File: src/rtl/sprite_motion_engine.sv
// Multi-sprite position engine: one pass per frame tick walks every sprite, queries the
// valid-move detector at block centres and applies STEP-pixel motion with tunnel wrap.
module sprite_motion_engine #(
  parameter int unsigned                     NUM_SPRITES  = 5,
  parameter int unsigned                     X_W          = 11,
  parameter int unsigned                     Y_W          = 10,
  parameter int unsigned                     BLOCK_PITCH  = 15,
  parameter int unsigned                     STEP         = 3,
  parameter logic [X_W-1:0]                  X_MIN        = X_W'(10),
  parameter logic [X_W-1:0]                  X_MAX        = X_W'(415),
  parameter logic [NUM_SPRITES*X_W-1:0]      RESET_X_FLAT = {NUM_SPRITES{X_W'(10)}},
  parameter logic [NUM_SPRITES*Y_W-1:0]      RESET_Y_FLAT = {NUM_SPRITES{Y_W'(10)}}
) (
  input  logic                               clk,
  input  logic                               rst,
  input  logic                               frame_tick,
  input  logic [4*NUM_SPRITES-1:0]           dir_req_flat,
  output logic                               q_valid,
  output logic [X_W-1:0]                     q_x,
  output logic [Y_W-1:0]                     q_y,
  input  logic                               resp_valid,
  input  logic [3:0]                         resp_moves,
  output logic [X_W*NUM_SPRITES-1:0]         pos_x_flat,
  output logic [Y_W*NUM_SPRITES-1:0]         pos_y_flat,
  output logic [4*NUM_SPRITES-1:0]           cur_dir_flat,
  output logic                               update_done,
  output logic                               overrun
);

  localparam int unsigned IW = (NUM_SPRITES > 1) ? $clog2(NUM_SPRITES) : 1;
  localparam int unsigned PW = (BLOCK_PITCH > 1) ? $clog2(BLOCK_PITCH) : 1;

  localparam logic [3:0] DIR_R = 4'b0001;
  localparam logic [3:0] DIR_U = 4'b0010;
  localparam logic [3:0] DIR_D = 4'b0100;
  localparam logic [3:0] DIR_L = 4'b1000;

  typedef enum logic [2:0] {StIdle, StLoad, StQuery, StWait, StApply, StDone} state_e;

  state_e                 state;
  logic [IW-1:0]          idx;
  logic [4*NUM_SPRITES-1:0] req_shadow;
  logic [3:0]             moves;
  logic [X_W-1:0]         pos_x [NUM_SPRITES];
  logic [Y_W-1:0]         pos_y [NUM_SPRITES];
  logic [3:0]             dir   [NUM_SPRITES];
  logic [PW-1:0]          prog  [NUM_SPRITES];

  logic [3:0]     req, cur, new_dir;
  logic [X_W-1:0] cx, nx;
  logic [Y_W-1:0] cy, ny;
  logic [PW-1:0]  cp, np;
  logic [PW:0]    psum;
  logic           req_onehot, tunnel;

  // Next-state of the sprite currently selected by idx, consumed in StApply.
  always_comb begin
    req        = req_shadow[idx*4 +: 4];
    cur        = dir[idx];
    cx         = pos_x[idx];
    cy         = pos_y[idx];
    cp         = prog[idx];
    req_onehot = $onehot(req);
    new_dir    = cur;
    nx         = cx;
    ny         = cy;
    np         = cp;
    psum       = '0;
    if (cp == '0) begin
      if (req_onehot && ((req & moves) != 4'b0000)) begin
        new_dir = req;
      end else if ((cur & moves) != 4'b0000) begin
        new_dir = cur;
      end else begin
        new_dir = 4'b0000;
      end
    end else if (req_onehot && (req == {cur[0], cur[1], cur[2], cur[3]})) begin
      // Bit-reversal of a one-hot direction is its opposite.
      new_dir = req;
      np      = PW'(BLOCK_PITCH) - cp;
    end
    tunnel = (cp == '0) && (((new_dir == DIR_R) && (cx == X_MAX)) ||
                            ((new_dir == DIR_L) && (cx == X_MIN)));
    if (tunnel) begin
      nx = (new_dir == DIR_R) ? X_MIN : X_MAX;
    end else if (new_dir != 4'b0000) begin
      unique case (new_dir)
        DIR_R:   nx = cx + X_W'(STEP);
        DIR_L:   nx = cx - X_W'(STEP);
        DIR_U:   ny = cy + Y_W'(STEP);
        DIR_D:   ny = cy - Y_W'(STEP);
        default: ;
      endcase
      psum = {1'b0, np} + (PW+1)'(STEP);
      if (psum >= (PW+1)'(BLOCK_PITCH)) begin
        psum = psum - (PW+1)'(BLOCK_PITCH);
      end
      np = psum[PW-1:0];
    end
  end

  always_ff @(posedge clk) begin
    if (rst) begin
      state       <= StIdle;
      idx         <= '0;
      req_shadow  <= '0;
      moves       <= '0;
      q_valid     <= 1'b0;
      q_x         <= '0;
      q_y         <= '0;
      update_done <= 1'b0;
      overrun     <= 1'b0;
      for (int s = 0; s < NUM_SPRITES; s++) begin
        pos_x[s] <= RESET_X_FLAT[s*X_W +: X_W];
        pos_y[s] <= RESET_Y_FLAT[s*Y_W +: Y_W];
        dir[s]   <= 4'b0000;
        prog[s]  <= '0;
      end
    end else begin
      q_valid     <= 1'b0;
      update_done <= 1'b0;
      overrun     <= frame_tick && (state != StIdle);
      case (state)
        StIdle: begin
          if (frame_tick) begin
            req_shadow <= dir_req_flat;
            idx        <= '0;
            state      <= StLoad;
          end
        end
        StLoad: begin
          if (prog[idx] == '0) begin
            q_valid <= 1'b1;
            q_x     <= pos_x[idx];
            q_y     <= pos_y[idx];
            state   <= StQuery;
          end else begin
            state <= StApply;
          end
        end
        StQuery: state <= StWait;
        StWait: begin
          if (resp_valid) begin
            moves <= resp_moves;
            state <= StApply;
          end
        end
        StApply: begin
          pos_x[idx] <= nx;
          pos_y[idx] <= ny;
          dir[idx]   <= new_dir;
          prog[idx]  <= np;
          if (idx == IW'(NUM_SPRITES - 1)) begin
            update_done <= 1'b1;
            state       <= StDone;
          end else begin
            idx   <= idx + IW'(1);
            state <= StLoad;
          end
        end
        StDone:  state <= StIdle;
        default: state <= StIdle;
      endcase
    end
  end

  for (genvar g = 0; g < NUM_SPRITES; g++) begin : g_flat
    assign pos_x_flat[g*X_W +: X_W] = pos_x[g];
    assign pos_y_flat[g*Y_W +: Y_W] = pos_y[g];
    assign cur_dir_flat[g*4 +: 4]   = dir[g];
  end

endmodule

File: config.mk
export PLATFORM = sky130hd
export DESIGN_NAME = sprite_motion_engine
export DESIGN_NICKNAME = d
export VERILOG_FILES = /design/src/rtl/sprite_motion_engine.sv
export SDC_FILE = /design/constraint.sdc
export NUM_CORES = 1
export LEC_CHECK = 0
export CORE_UTILIZATION = 50
export CTS_CLUSTER_DIAMETER = 200
export DETAILED_ROUTE_END_ITERATION = 10
export DONT_BUFFER_PORTS = 1
export PLACE_DENSITY_LB_ADDON = 0.3
export SYNTH_ARGS = -nofsm -noshare
export SYNTH_HDL_FRONTEND = slang
export SYNTH_SLANG_ARGS = --single-unit
File: constraint.sdc
create_clock -name clk -period 7.25 [get_ports clk]
set_input_delay 1.45 -clock clk [delete_from_list [all_inputs] [get_ports clk]]
set_output_delay 1.45 -clock clk [all_outputs]
set_load 0.02 [all_outputs]
==> qor.yml, run 1 <==
cts:
  cts_buffers: 31
  cts_root_buffer: "clkbuf_16"
  cts_tree: "done"
  cts.sinks: 289
  post-cts-setup-buffer-count: 0
  h-tree-depth: 1
  clk_pin_slew_ns: 0.07
  clock_path_buffers: 3
  clkLatencyLatePin_ns: 0.56
place:
  gp_congestion: 0.891
  io_buffer_count: 0
  hpwl_mm: 22.6
yosys:
  synth_area_leaders: "edfxtp_1 51%, mux4_2 9.4%, dfxtp_1 8.3%"
  synth_area_per_cell_um2: 12.8
  yosysTopAreaCell: "edfxtp_1"
  synth-edff-count: 232
  async_flop_share_pct: 0
  synth_fp_nets: 1123
  synth_seq_area_share_pct: 59.3
  ys_types: 75
  synth_ff_type: "edfxtp_1"
  synth_area_um2: 13700
  synth_cells: 1072
  ys.warnings.count: 0
  ys_seq_elements: 289
  synth_top_area_share_pct: 51.0
sta:
  finalHoldViolCount: 0
  whs_ns: 0.462
  max_slew_margin_pct: 21.9
  timing.setup.tns_ns: 0
  period_minus_slack_ns: 6.65
  skew_ns: 0.0219
  min_period_over_period_pct: 91.8
  rsz0062_at_grt: "false"
  slew_violations: 0
  worst_slew_pin_slew_ns: 1.17
  setup_viol: 0
  max_freq_ghz: 0.150
critical_path:
  critPathLaunchType: "flip-flop"
  cp-endpoint: "pos_x[6][9]$_DFFE_PP_"
  r2r-start: "idx[0]$_SDFFE_PP0P_"
  end_kind: "flip-flop"
  crit_fanout: 21
  crit_family: "compound AO/OA/AOI/OAI gates"
  worstPathRequired_ns: 7.51
  worstPathArrival_ns: 6.91
  timing.reg2reg.setup_slack_ns: 0.60
  worstPathBufferInverterCount: 3
  crit_slowest_cell: "dfxtp_2"
  cp_slowest_stage_delay_ns: 0.60
  crit_type: "reg2reg"
  r2r_end: "pos_x[6][9]$_DFFE_PP_"
  path_cells: "mux2i_1, a211oi_1, nor2_1, inv_1, fa_1, ha_1, ha_1, nor2_1, and2_1, nand3_1, o21a_1, o32ai_2, nand2_1, inv_1, ha_1, o21a_1, a21o_1, a21oi_2, a21oi_1, a2111o_1, a32oi_1, mux2i_1, inv_1"
  worstRegToRegCells: 23
  startpoint: "idx[0]$_SDFFE_PP0P_"
  path_depth: 23
drt:
  wl_per_cell_um: 25.0
  drc_errors: 0
  drt_wl_total_mm: 35.9
  drt_iter0_drc: 740
  via_per_inst: 6.25
  ant_nets: 0
  first_pass_iters: 5
  vias: 8972
grt:
  grt_max_degree: 62
  grt-ovfl-total: 0
  antenna_found_initial: 0
  grt_pass1_vias: 9051
  grt_pass1_wl_mm: 54.3
  track_usage_pct: 25.7
floorplan:
  die_area_um2: 28000
  core-area_um2: 26900
  die_h_um: 167
  floorplan.rows: 60
  num_io_pins: 177
  initial_core_util_pct: 50.9
  die_w_um: 167
final_layout:
  antenna_cells: 0
  multi_input_area_um2: 5120
  num-nets-final: 1121
  syn_to_final_growth_pct: 9.94
  seqCellArea_um2: 8120
  drive_above_1_share_pct: 16.6
  fill_cells: 2252
power:
  switching_share_pct: 25.3
  ir_drop_uv: 172
  p_clk_share_pct: 39.9
  powerDensity_nw_per_um2: 253
  p_int_mw: 2.84
  power.leakage_nw: 5.10
  combPwrFrac_pct: 9.8
  seqPwrFrac_pct: 50.3
  switchingPower_mw: 0.963
job:
  drv_cap: 0
status:
  outcome: "finished, final reports clean"
min_path:
  hold_path_class: "reg2reg"
==> synthesized netlist by cell type (6+ instances only) <==
master    number
edfxtp_1     232
nand2_1       86
nand2b_1      14
xnor2_1       18
inv_1         51
xor2_1         6
a211oi_1      22
nand3_1       13
nor2_1       171
clkbuf_1      31
ha_1          20
a21oi_1       40
o21ai_0        7
o21a_1         9
nor3_1        48
mux4_2        57
buf_2         19
dfxtp_1       57
mux2_2        16
mux2i_1       37
==> how the worst min path moves through the flow <==
stage	from	endpoint	slack [ns]	cells past startpoint
floorplan	req_shadow[15]$_SDFFE_PP0P_	req_shadow[15]$_SDFFE_PP0P_	0.43	2
global placement	req_shadow[10]$_SDFFE_PP0P_	req_shadow[10]$_SDFFE_PP0P_	0.45	2
global route	req_shadow[16]$_SDFFE_PP0P_	req_shadow[16]$_SDFFE_PP0P_	0.48	2
detailed placement	req_shadow[8]$_SDFFE_PP0P_	req_shadow[8]$_SDFFE_PP0P_	0.45	2
CTS	req_shadow[8]$_SDFFE_PP0P_	req_shadow[8]$_SDFFE_PP0P_	0.46	2
finish	req_shadow[8]$_SDFFE_PP0P_	req_shadow[8]$_SDFFE_PP0P_	0.46	2
==> cell usage in the layout (no fill, tap or decap), types with 4 or more instances in the layout <==
cell type,count
o21a_1,9
clkinv_1,8
nor3_1,46
mux2_2,16
inv_1,51
and2_1,4
a21oi_1,40
dfxtp_1,52
clkbuf_16,31
nor2_1,170
mux2i_1,37
xnor2_1,18
a211oi_1,22
o22a_1,4
a31oi_1,5
xor2_1,6
nand2_1,86
ha_1,20
o32ai_1,4
nand2b_1,9
clkinv_2,6
edfxtp_1,232
a21o_1,4
o21ai_0,7
nand3_1,13
nand4_1,5
buf_4,24
mux4_2,57
nand2b_2,5
or3_1,4
nor2b_1,4
==> kinds of logic (layout without fill, tap and decap cells) <==
family / count (synthesis) / in the layout / synth area share, %
buffers and inverters: 113 / 135 / 3.50
XOR/XNOR: 24 / 24 / 1.54
flip-flops: 289 / 289 / 59.3
adder cells (fa/ha/maj): 23 / 23 / 2.27
AO/OA/AOI/OAI: 142 / 142 / 7.64
multiplexers: 113 / 113 / 13.8
AND/OR/NAND/NOR: 368 / 368 / 11.9
==> metrics by stage <==
| step | total power, mW | setup WS [ns] | area [um2] | cells | util (%) |
|---|---|---|---|---|---|
| 2_1_floorplan | 2.21 | 1.23 | 13700 | 1072 | - |
| 3_3_place_gp | 2.31 | 0.493 | 14000 | 1378 | 52.2 |
| 3_5_place_dp | 2.31 | 0.302 | 14000 | 1378 | 52.2 |
| 4_1_cts | 3.82 | 0.221 | 15000 | 1435 | 55.9 |
| 5_1_grt | 3.92 | 0.156 | 15000 | 1435 | 55.9 |
| 6_report | 3.80 | 0.598 | 15000 | 1435 | 55.9 |
==> power by group through the flow <==
stage / sequential [mW] / clock [mW] / combinational, mW
after detailed placement: 1.95 / 0 / 0.367
after floorplan: 1.93 / 0 / 0.284
final: 1.91 / 1.52 / 0.373
after CTS: 1.91 / 1.53 / 0.370
after global placement: 1.95 / 0 / 0.361
after global routing: 1.92 / 1.59 / 0.410
==> sequential cells by signal (all words and copies together), names as in the netlist, named ones only <==
signal	cells
dir	32
pos_y	80
q_valid	1
state	3
overrun	1
idx	3
pos_x	88
prog	32
q_x	11
req_shadow	20
moves	4
update_done	1
q_y	10
==> worst min-delay path, cell delays in order (launching register included) <==
cell,delay [ns]
dfxtp_1,0.31
nand2_1,0.05
a21oi_1,0.05
==> per-layer routing <==
| metal | global-route usage, % | up-vias | routed length (um) |
|---|---|---|---|
| li1 | - | 3991 | - |
| met1 | 32.9 | 4580 | 14400 |
| met2 | 44.9 | 347 | 17900 |
| met3 | 4.94 | 54 | 2780 |
| met4 | 6.06 | 0 | 776 |
| met5 | 0 | - | 0 |
==> what timing repair did <==
action / CTS / global route
endpoints found under the setup margin: 0 / 43
resized for setup: 0 / 3
hold buffers: 0 / 0
==> final cells by class <==
cell class	count	share of cell area, %
clock buffer	35	5.33
clock inverter	22	1.17
inverter	54	1.35
multi-input combinational	670	34.1
sequential	289	54.0
tap	341	2.84
timing repair buffer	24	1.20
Power figures use the tool's default switching activity.
==> run 2: changes to the inputs <==
- MAX_ROUTING_LAYER: default -> met4
==> qor.yml, run 2 (synthesized netlist as in run 1, its figures left out) <==
min_path:
  hold_path_class: "reg2reg"
cts:
  h-tree-depth: 1  # unchanged
  cts_tree: "done"
  clock_path_buffers: 3  # unchanged
  clkLatencyLatePin_ns: 0.56  # about the same
  cts_root_buffer: "clkbuf_16"
  cts.sinks: 289  # unchanged
  post-cts-setup-buffer-count: 0  # unchanged
  cts_buffers: 30  # -3.2%
  clk_pin_slew_ns: 0.06  # about the same
grt:
  grt_max_degree: 62  # unchanged
  antenna_found_initial: 0  # unchanged
  track_usage_pct: 26.5  # +0.84 points
  grt_pass1_vias: 9123  # +0.80%
  grt-ovfl-total: 0  # unchanged
  grt_pass1_wl_mm: 54.5  # +0.24%
power:
  switching_share_pct: 24.7  # -0.61 points
  p_clk_share_pct: 39.8  # about the same
  ir_drop_uv: 194  # +13%
  switchingPower_mw: 0.937  # -2.8%
  p_int_mw: 2.85  # +0.43%
  combPwrFrac_pct: 9.8  # about the same
  power.leakage_nw: 5.09  # -0.30%
  seqPwrFrac_pct: 50.4  # about the same
  powerDensity_nw_per_um2: 253  # -0.21%
final_layout:
  antenna_cells: 0  # unchanged
  num-nets-final: 1120  # -0.089%
  syn_to_final_growth_pct: 9.76
  seqCellArea_um2: 8120  # unchanged
  final_area_um2: 15000  # -0.17%
  fin_util_pct: 55.8  # -0.093 points
  top_register: "pos_x"
  fill_cells: 2236  # -0.71%
  final_common_cell: "edfxtp_1"
  multi_input_area_um2: 5120  # about the same
  layout_common_cells: "232 x edfxtp_1, 170 x nor2_1, 86 x nand2_1"
  reg.largest.list: "pos_x (88), pos_y (80)"
  drive_above_1_share_pct: 16.4  # -0.20 points
  largest_register_ffs: 88  # unchanged
critical_path:
  worstPathRequired_ns: 7.53  # +0.02 ns
  crit_type: "reg2reg"
  cp-endpoint: "pos_x[6][9]$_DFFE_PP_"
  r2r_end: "pos_x[6][9]$_DFFE_PP_"
  end_kind: "flip-flop"
  startpoint: "idx[2]$_SDFFE_PP0P_"
  worstRegToRegCells: 22  # -4.3%
  critPathLaunchType: "flip-flop"
  worstPathArrival_ns: 7.01  # +0.10 ns
  crit_fanout: 12  # -43%
  timing.reg2reg.setup_slack_ns: 0.51  # -0.08 ns
  r2r-start: "idx[2]$_SDFFE_PP0P_"
floorplan:
  die_area_um2: 28000  # unchanged
  die_w_um: 167  # unchanged
  initial_core_util_pct: 50.9  # unchanged
  num_io_pins: 177  # unchanged
  floorplan.rows: 60  # unchanged
  core-area_um2: 26900  # unchanged
  die_h_um: 167  # unchanged
sta:
  period_minus_slack_ns: 6.74  # +0.0837 ns
  finalHoldViolCount: 0  # unchanged
  skew_ns: 0.0161  # -0.00581 ns
  slew_violations: 0  # unchanged
  min_period_over_period_pct: 92.9  # +1.2 points
  max_slew_margin_pct: 26.1  # +4.2 points
  worst_slew_pin_slew_ns: 1.11  # -0.0628 ns
  rsz0062_at_grt: "false"
  max_freq_ghz: 0.148  # -1.2%
  setup_viol: 0  # unchanged
  timing.setup.tns_ns: 0  # unchanged
  timing.final.ws_setup_ns: 0.514  # -0.0837 ns
drt:
  ant_nets: 0  # unchanged
  vias: 8896  # -0.85%
  wl_per_cell_um: 24.9  # -0.32%
  drc_errors: 0  # unchanged
  drt_iter0_drc: 793  # +7.2%
  via_per_inst: 6.22  # -0.50%
  drt_wl_total_mm: 35.6  # -0.67%
  first_pass_iters: 5  # unchanged
place:
  placed_cell_area_um2: 14000  # unchanged
  hpwl_mm: 22.6  # about the same
  place_ws_ns: 0.390  # +0.0877 ns
  gp_congestion: 0.876  # -1.7%
  io_buffer_count: 0  # unchanged
job:
  drv_cap: 0  # unchanged
status:
  outcome: "finished, final reports clean"
==> run 2: changes by cell type in the layout (fill, tap and decap cells not counted), sizes merged <==
| cell | delta |
|---|---|
| bufinv | +1 |
| clkbuf | -1 |
| inv | -2 |
| clkinvlp | +1 |
| clkinv | -4 |
==> run 2: how the worst min path moves through the flow <==
stage	from	to	slack, ns	depth (start not counted)
after floorplan	req_shadow[15]$_SDFFE_PP0P_	req_shadow[15]$_SDFFE_PP0P_	0.43	2
after global placement	req_shadow[13]$_SDFFE_PP0P_	req_shadow[13]$_SDFFE_PP0P_	0.44	2
after detailed placement	req_shadow[8]$_SDFFE_PP0P_	req_shadow[8]$_SDFFE_PP0P_	0.45	2
after CTS	req_shadow[9]$_SDFFE_PP0P_	req_shadow[9]$_SDFFE_PP0P_	0.46	2
after global routing	req_shadow[8]$_SDFFE_PP0P_	req_shadow[8]$_SDFFE_PP0P_	0.47	2
final	req_shadow[16]$_SDFFE_PP0P_	req_shadow[16]$_SDFFE_PP0P_	0.46	2
==> run 2: repair_timing <==
item / 4_1_cts / 5_1_grt
endpoints found under the hold margin: 0 / 0
hold buffers: 0 / 0
setup endpoints to repair: 0 / 51
gates resized for setup: 0 / 3
==> run 2: through the flow <==
stage | cells | hold WS [ns] | total power [mW]
3_5_place_dp | 1378 | 0.452 | 2.31
5_1_grt | 1430 | 0.474 | 3.90
2_1_floorplan | 1072 | 0.434 | 2.21
4_1_cts | 1430 | 0.460 | 3.81
3_3_place_gp | 1378 | 0.441 | 2.31
6_report | 1430 | 0.459 | 3.79
==> run 2: worst max-delay path, stage by stage, from the launching register on <==
cell and delay, ns:
dfxtp_1 0.61, clkinv_1 0.35, a21oi_1 0.27, o32ai_2 0.16
fa_1 0.49, ha_1 0.20, ha_1 0.27, nor2_1 0.13
and2_1 0.16, nand3_1 0.15, o21a_1 0.29, o32ai_1 0.53
nand2_1 0.25, inv_1 0.15, ha_1 0.28, o21a_1 0.19
a21o_1 0.18, a21oi_2 0.32, a21oi_1 0.12, a2111o_1 0.43
a32oi_1 0.31, mux2i_1 0.49, inv_1 0.13
==> run 2: area by class of cell <==
type	instances	area share, %
clock inverters	18	1.12
well taps	341	2.84
repair buffers	24	1.20
multi-input cells	670	34.1
clock buffers	34	5.25
flip-flops and latches	289	54.1
inverters	54	1.35
==> run 2: power groups by stage <==
stage / registers, mW / clock network, mW / logic [mW]
after global routing: 1.92 / 1.58 / 0.411
after detailed placement: 1.95 / 0 / 0.367
final: 1.91 / 1.51 / 0.371
after global placement: 1.95 / 0 / 0.361
after floorplan: 1.93 / 0 / 0.284
after CTS: 1.91 / 1.52 / 0.370
==> run 2: routing by layer <==
layer / vias up / GRT usage (%) / share of wire (%)
li1: 3981 / - / -
met1: 4471 / 34.4 / 41
met2: 381 / 43.4 / 49
met3: 63 / 4.70 / 8.2
met4: 0 / 6.42 / 2.0
met5: - / - / 0
==> RTL change 1 (settings of run 1) <==
Register the input `frame_tick` before use, without a reset. The logic sees it one clock later. The other inputs are not delayed to match.
--- a/src/rtl/sprite_motion_engine.sv
+++ b/src/rtl/sprite_motion_engine.sv
@@ -38,2 +38,8 @@
   typedef enum logic [2:0] {StIdle, StLoad, StQuery, StWait, StApply, StDone} state_e;
+
+  logic frame_tick_q;
+
+  always_ff @(posedge clk) begin
+    frame_tick_q <= frame_tick;
+  end
 
@@ -121,6 +127,6 @@
       update_done <= 1'b0;
-      overrun     <= frame_tick && (state != StIdle);
+      overrun     <= frame_tick_q && (state != StIdle);
       case (state)
         StIdle: begin
-          if (frame_tick) begin
+          if (frame_tick_q) begin
             req_shadow <= dir_req_flat;
Formal check against the unedited RTL: not equivalent (Yosys sat finds a counterexample within 4 cycles, from zero or initial values and one cycle with rst high).
==> RTL change 1 against run 1 <==
Setup slack worse by 0.0056 ns; wire length down 0.26%; die area increased by 1.2%; cell count grew 3.1%; cell area rose by 1.2%; total power grew 0.39%; sequential cell count up 1; critical path depth is 1 lower; via count grew 1.2%; largest power group unchanged; synthesized area increased by 1.3%; highest routed layer unchanged.
==> RTL change 1: results (changes against run 1) <==
outcome=finished, final reports clean; vias in the first global route=8970 (-0.89%); Comb. pwr=414 uW (+11%); worst hold slack=0.457 ns (-0.00499 ns); Antenna Diode Count=0 (unchanged); Worst Path Arrival=6.93 ns (+0.02 ns); Critical Path Fanout Max=14 (-33%); WL/cell=24.2 um (-3.3%); Peak VDD IR=0.178 mV (+3.4%); DRT Pass-1 Iters=7 (+2); Cell variety after synth=79 (+5.3%); synth cell count leaders=edfxtp_1 (232), nor2_1 (202), nand2_1 (96); leakage power=0.00526 uW (+3.0%); gpl congestion=0.938 (+5.3%); CTS HTree Levels=1 (unchanged); layout cells sized above 1=16.5% (-0.13 points); top flop regs=pos_x (88), pos_y (80); pre-CTS WS=0.322 ns (+0.0193 ns); largest net degree at the start of global routing=62 (unchanged); # rows=60 (unchanged); Final #Nets=1167 (+4.1%); reg2reg start=idx[1]; Via density=6.13 (-1.9%); HPWL after DPL=23200 um (+2.6%); syn avg cell area=12.4 um^2 (-2.9%); cts bufs inserted=29 (-6.5%); 1st-iter DRT viols=907 (+23%); top cells by area, synth=edfxtp_1 (50%), mux4_2 (8.8%), dfxtp_1 (8.4%); fin crit period=6.66 ns (+0.00557 ns); WHS Endpoint=req_shadow[1]; placed insts=1426 (+3.5%); Slew headroom=23.8% (+1.8 points); CP endpoint=pos_x[7][9]; Post-synth ARST share=0% (unchanged); Port Buffer Count=0 (unchanged); sequential area share after synthesis=58.7% (-0.60 points); syn_nets=1169 (+4.1%); FF-to-FF path depth=22 (-4.3%); GRT Total Usage=25.6% (-0.091 points); DP Area=14200 um^2 (+1.4%); Worst setup SP type=flip-flop; Final Skew=0.00818 ns (-0.0137 ns); Hold Crit Depth=2 (unchanged); Net Sw Frac=25.2% (-0.16 points); Hold Startpoint=req_shadow[1]; Gate power share=10.8% (+1.0 points); Post-Layout Cell Count=1480 (+3.1%); first-pass GRT wire length=54200 um (-0.33%)
==> RTL change 1: cell types whose count changed after synthesis, moves of 5 or more <==
cell,delta
a211oi_1,-7
a21o_1,+5
and3_1,+5
buf_2,-9
clkbuf_1,+7
inv_1,-8
mux2_2,+8
nand2_1,+10
nor2_1,+31
nor3_1,-16
o21ai_0,+9
o21ai_1,+5
==> RTL change 1: kinds of logic (layout without fill, tap and decap cells) <==
kind of cell / after synthesis / after routing / share of synthesized area (%)
muxes: 121 / 121 / 14.0
AOI/OAI and AO/OA: 150 / 150 / 7.67
DFF: 290 / 290 / 58.7
and+or+nand+nor: 407 / 407 / 12.9
adders and majority gates: 23 / 23 / 2.24
xor gates and xnor gates: 23 / 23 / 1.46
buffers and inverters: 104 / 125 / 2.97
==> RTL change 1: critical path, stage by stage, from the launching register on <==
cell     delay [ns]
dfxtp_2        0.48
mux2_2         0.39
a22o_1         0.25
nor2_1         0.23
inv_2          0.11
fa_1           0.49
ha_1           0.20
ha_1           0.26
nor2_1         0.14
nand2_1        0.12
or4_1          0.62
o211a_1        0.34
nor2_4         0.28
inv_1          0.26
ha_1           0.38
a21oi_1        0.28
o21a_1         0.29
nand3_1        0.10
a31oi_1        0.21
a31oi_1        0.06
o22ai_1        0.27
mux2i_2        0.49
inv_1          0.14
==> RTL change 1: area by class of cell <==
| class | count | area [um^2] |
|---|---|---|
| Fill cell | 2220 | 11800 |
| Timing Repair Buffer | 22 | 165 |
| Sequential cell | 290 | 8140 |
| Tap cell | 341 | 427 |
| Clock buffer | 42 | 825 |
| Multi-Input combinational cell | 724 | 5340 |
| Clock inverter | 12 | 124 |
| Inverter | 49 | 184 |
==> RTL change 1: layer usage <==
layer  wire (um)  GRT usage (%)
met1       14900           34.7
met2       16300           40.9
met3        3460           5.92
met4        1070           8.10
met5           0          0.348
==> RTL change 2 (config.mk and constraints of run 1) <==
Without the edit above. `Y_W`: 10 -> 20.
--- a/src/rtl/sprite_motion_engine.sv
+++ b/src/rtl/sprite_motion_engine.sv
@@ -5,3 +5,3 @@
   parameter int unsigned                     X_W          = 11,
-  parameter int unsigned                     Y_W          = 10,
+  parameter int unsigned                     Y_W          = 20,
   parameter int unsigned                     BLOCK_PITCH  = 15,
Interface: changed (resized pos_y_flat and q_y); port bits go from 177 to 237. No check against the original RTL was run, so the function may have changed too.
==> RTL change 2 against run 1 <==
Sequential power grew 32%; highest routed layer unchanged; cell area grew 32%; wire length grew 38%; critical endpoint is now pos_y[7][15]; global-route usage grew 1.4 points; setup slack lost 0.092 ns; critical path type unchanged; sequential cell count grew 90; via count grew 33%; synthesized area grew 32%; total power grew 32%; die area grew 32%.
==> RTL change 2: results (changes against run 1) <==
leakage power=0.00681 uW (+33%); pre-CTS WS=0.561 ns (+0.258 ns); root buffer cell=clkbuf_16; XOR/XNOR share of the synthesized area=1.64% (+0.10 points); Post-synth EDFFs=312 (+34%); HPWL after DPL=32200 um (+42%); cts bufs inserted=40 (+29%); Worst Path Arrival=7.02 ns (+0.11 ns); Final Skew=0.0240 ns (+0.00209 ns); sequential area share after synthesis=59.2% (-0.12 points); placed insts=1871 (+36%); top flop regs=pos_y (160), pos_x (88); met1 GRT Util=36.5% (+3.6 points); NetSw=1270 uW (+32%); Synth Area in Compound Gates=7.56% (-0.085 points); CTS HTree Levels=2 (+1); outcome=finished, final reports clean; Max Fclk=148 MHz (-1.4%); Peak VDD IR=0.198 mV (+15%); layout cells sized above 1=16.4% (-0.24 points); top cells by area, synth=edfxtp_1 (52%), mux4_2 (9.1%), dfxtp_1 (7.4%); 1st-iter DRT viols=1060 (+43%); Antenna Diode Count=0 (unchanged); GRT Total Usage=27.1% (+1.4 points); cells after synthesis=1461 (+36%); M3 GR Usage=7.49% (+2.6 points); Slew headroom=24.4% (+2.4 points); largest net degree at the start of global routing=72 (+16%); final wirelength=49600 um (+38%); met2 usage=42.2% (-2.7 points); Largest stage delay, worst path=0.45 ns (-0.15 ns); antenna violations before repair=0 (unchanged); synth cell count leaders=edfxtp_1 (312), nor2_1 (255), nand2_1 (110); worst hold slack=0.451 ns (-0.0109 ns); DP Area=18600 um^2 (+32%); Vias=11900 (+33%); Via density=6.12 (-2.1%); Critical Path Fanout Max=19 (-9.5%); CP max-delay cell=fa_1; Clk Latency, worst-skew pair=0.56 ns (about the same); R2R setup slack=0.51 ns (-0.09 ns); gpl congestion=0.909 (+2.0%); Cell variety after synth=86 (+15%); # fillers=2935 (+30%); first-pass GRT wire length=72900 um (+34%); post-synthesis mux area share=13.7% (-0.12 points); Post-Synth Adder-Cell Area=1.60% (-0.67 points); CTS max path bufs=3 (unchanged)
==> RTL change 2: metal layers <==
| metal | vias to the layer above | part of all wire (%) |
|---|---|---|
| met4 | 0 | 2.6 |
| met2 | 545 | 46 |
| li1 | 5338 | - |
| met5 | - | 0 |
| met3 | 77 | 11 |
| met1 | 5930 | 40 |
==> RTL change 2: critical path: cells and delay by family (launching register included) <==
family,cells,cell delay [ns]
and+or+nand+nor,8,1.86
muxes,1,0.26
xor gates and xnor gates,1,0.30
adders and majority gates,4,1.26
buffers and inverters,7,1.04
DFF,1,0.36
AOI/OAI and AO/OA,7,1.39
==> RTL change 2: path summary, 6_finish.rpt <==
| path | depth (start not counted) | from | to |
|---|---|---|---|
| worst max-delay path | 28 | idx[1] | pos_y[7][15] |
| worst min-delay path | 2 | req_shadow[0] | req_shadow[0] |
| worst max register to register | 28 | idx[1] | pos_y[7][15] |
| worst min register to register | 2 | req_shadow[0] | req_shadow[0] |
==> RTL change 2: power groups by stage <==
| stage | registers, uW | logic [uW] | clock network, uW |
|---|---|---|---|
| detailed placement | 2560 | 501 | 0 |
| floorplan | 2550 | 379 | 0 |
| global placement | 2560 | 490 | 0 |
| CTS | 2520 | 504 | 2040 |
| finish | 2520 | 509 | 2010 |
| global route | 2520 | 559 | 2110 |
==> RTL change 2: layout make-up <==
cell class / instances / area, um^2 / area share, %
flip-flops and latches: 379 / 10700 / 53.9
inverters: 81 / 304 / 1.53
multi-input cells: 911 / 6710 / 33.7
clock buffers: 58 / 1150 / 5.78
clock inverters: 14 / 125 / 0.629
well taps: 461 / 577 / 2.90
repair buffers: 39 / 293 / 1.47
==> RTL change 2: what timing repair did <==
item / 4_1_cts / 5_1_grt
buffers inserted: 0 / 0
hold buffers: 0 / 0
gates resized for setup: 0 / 2
endpoints found under the setup margin: 0 / 15
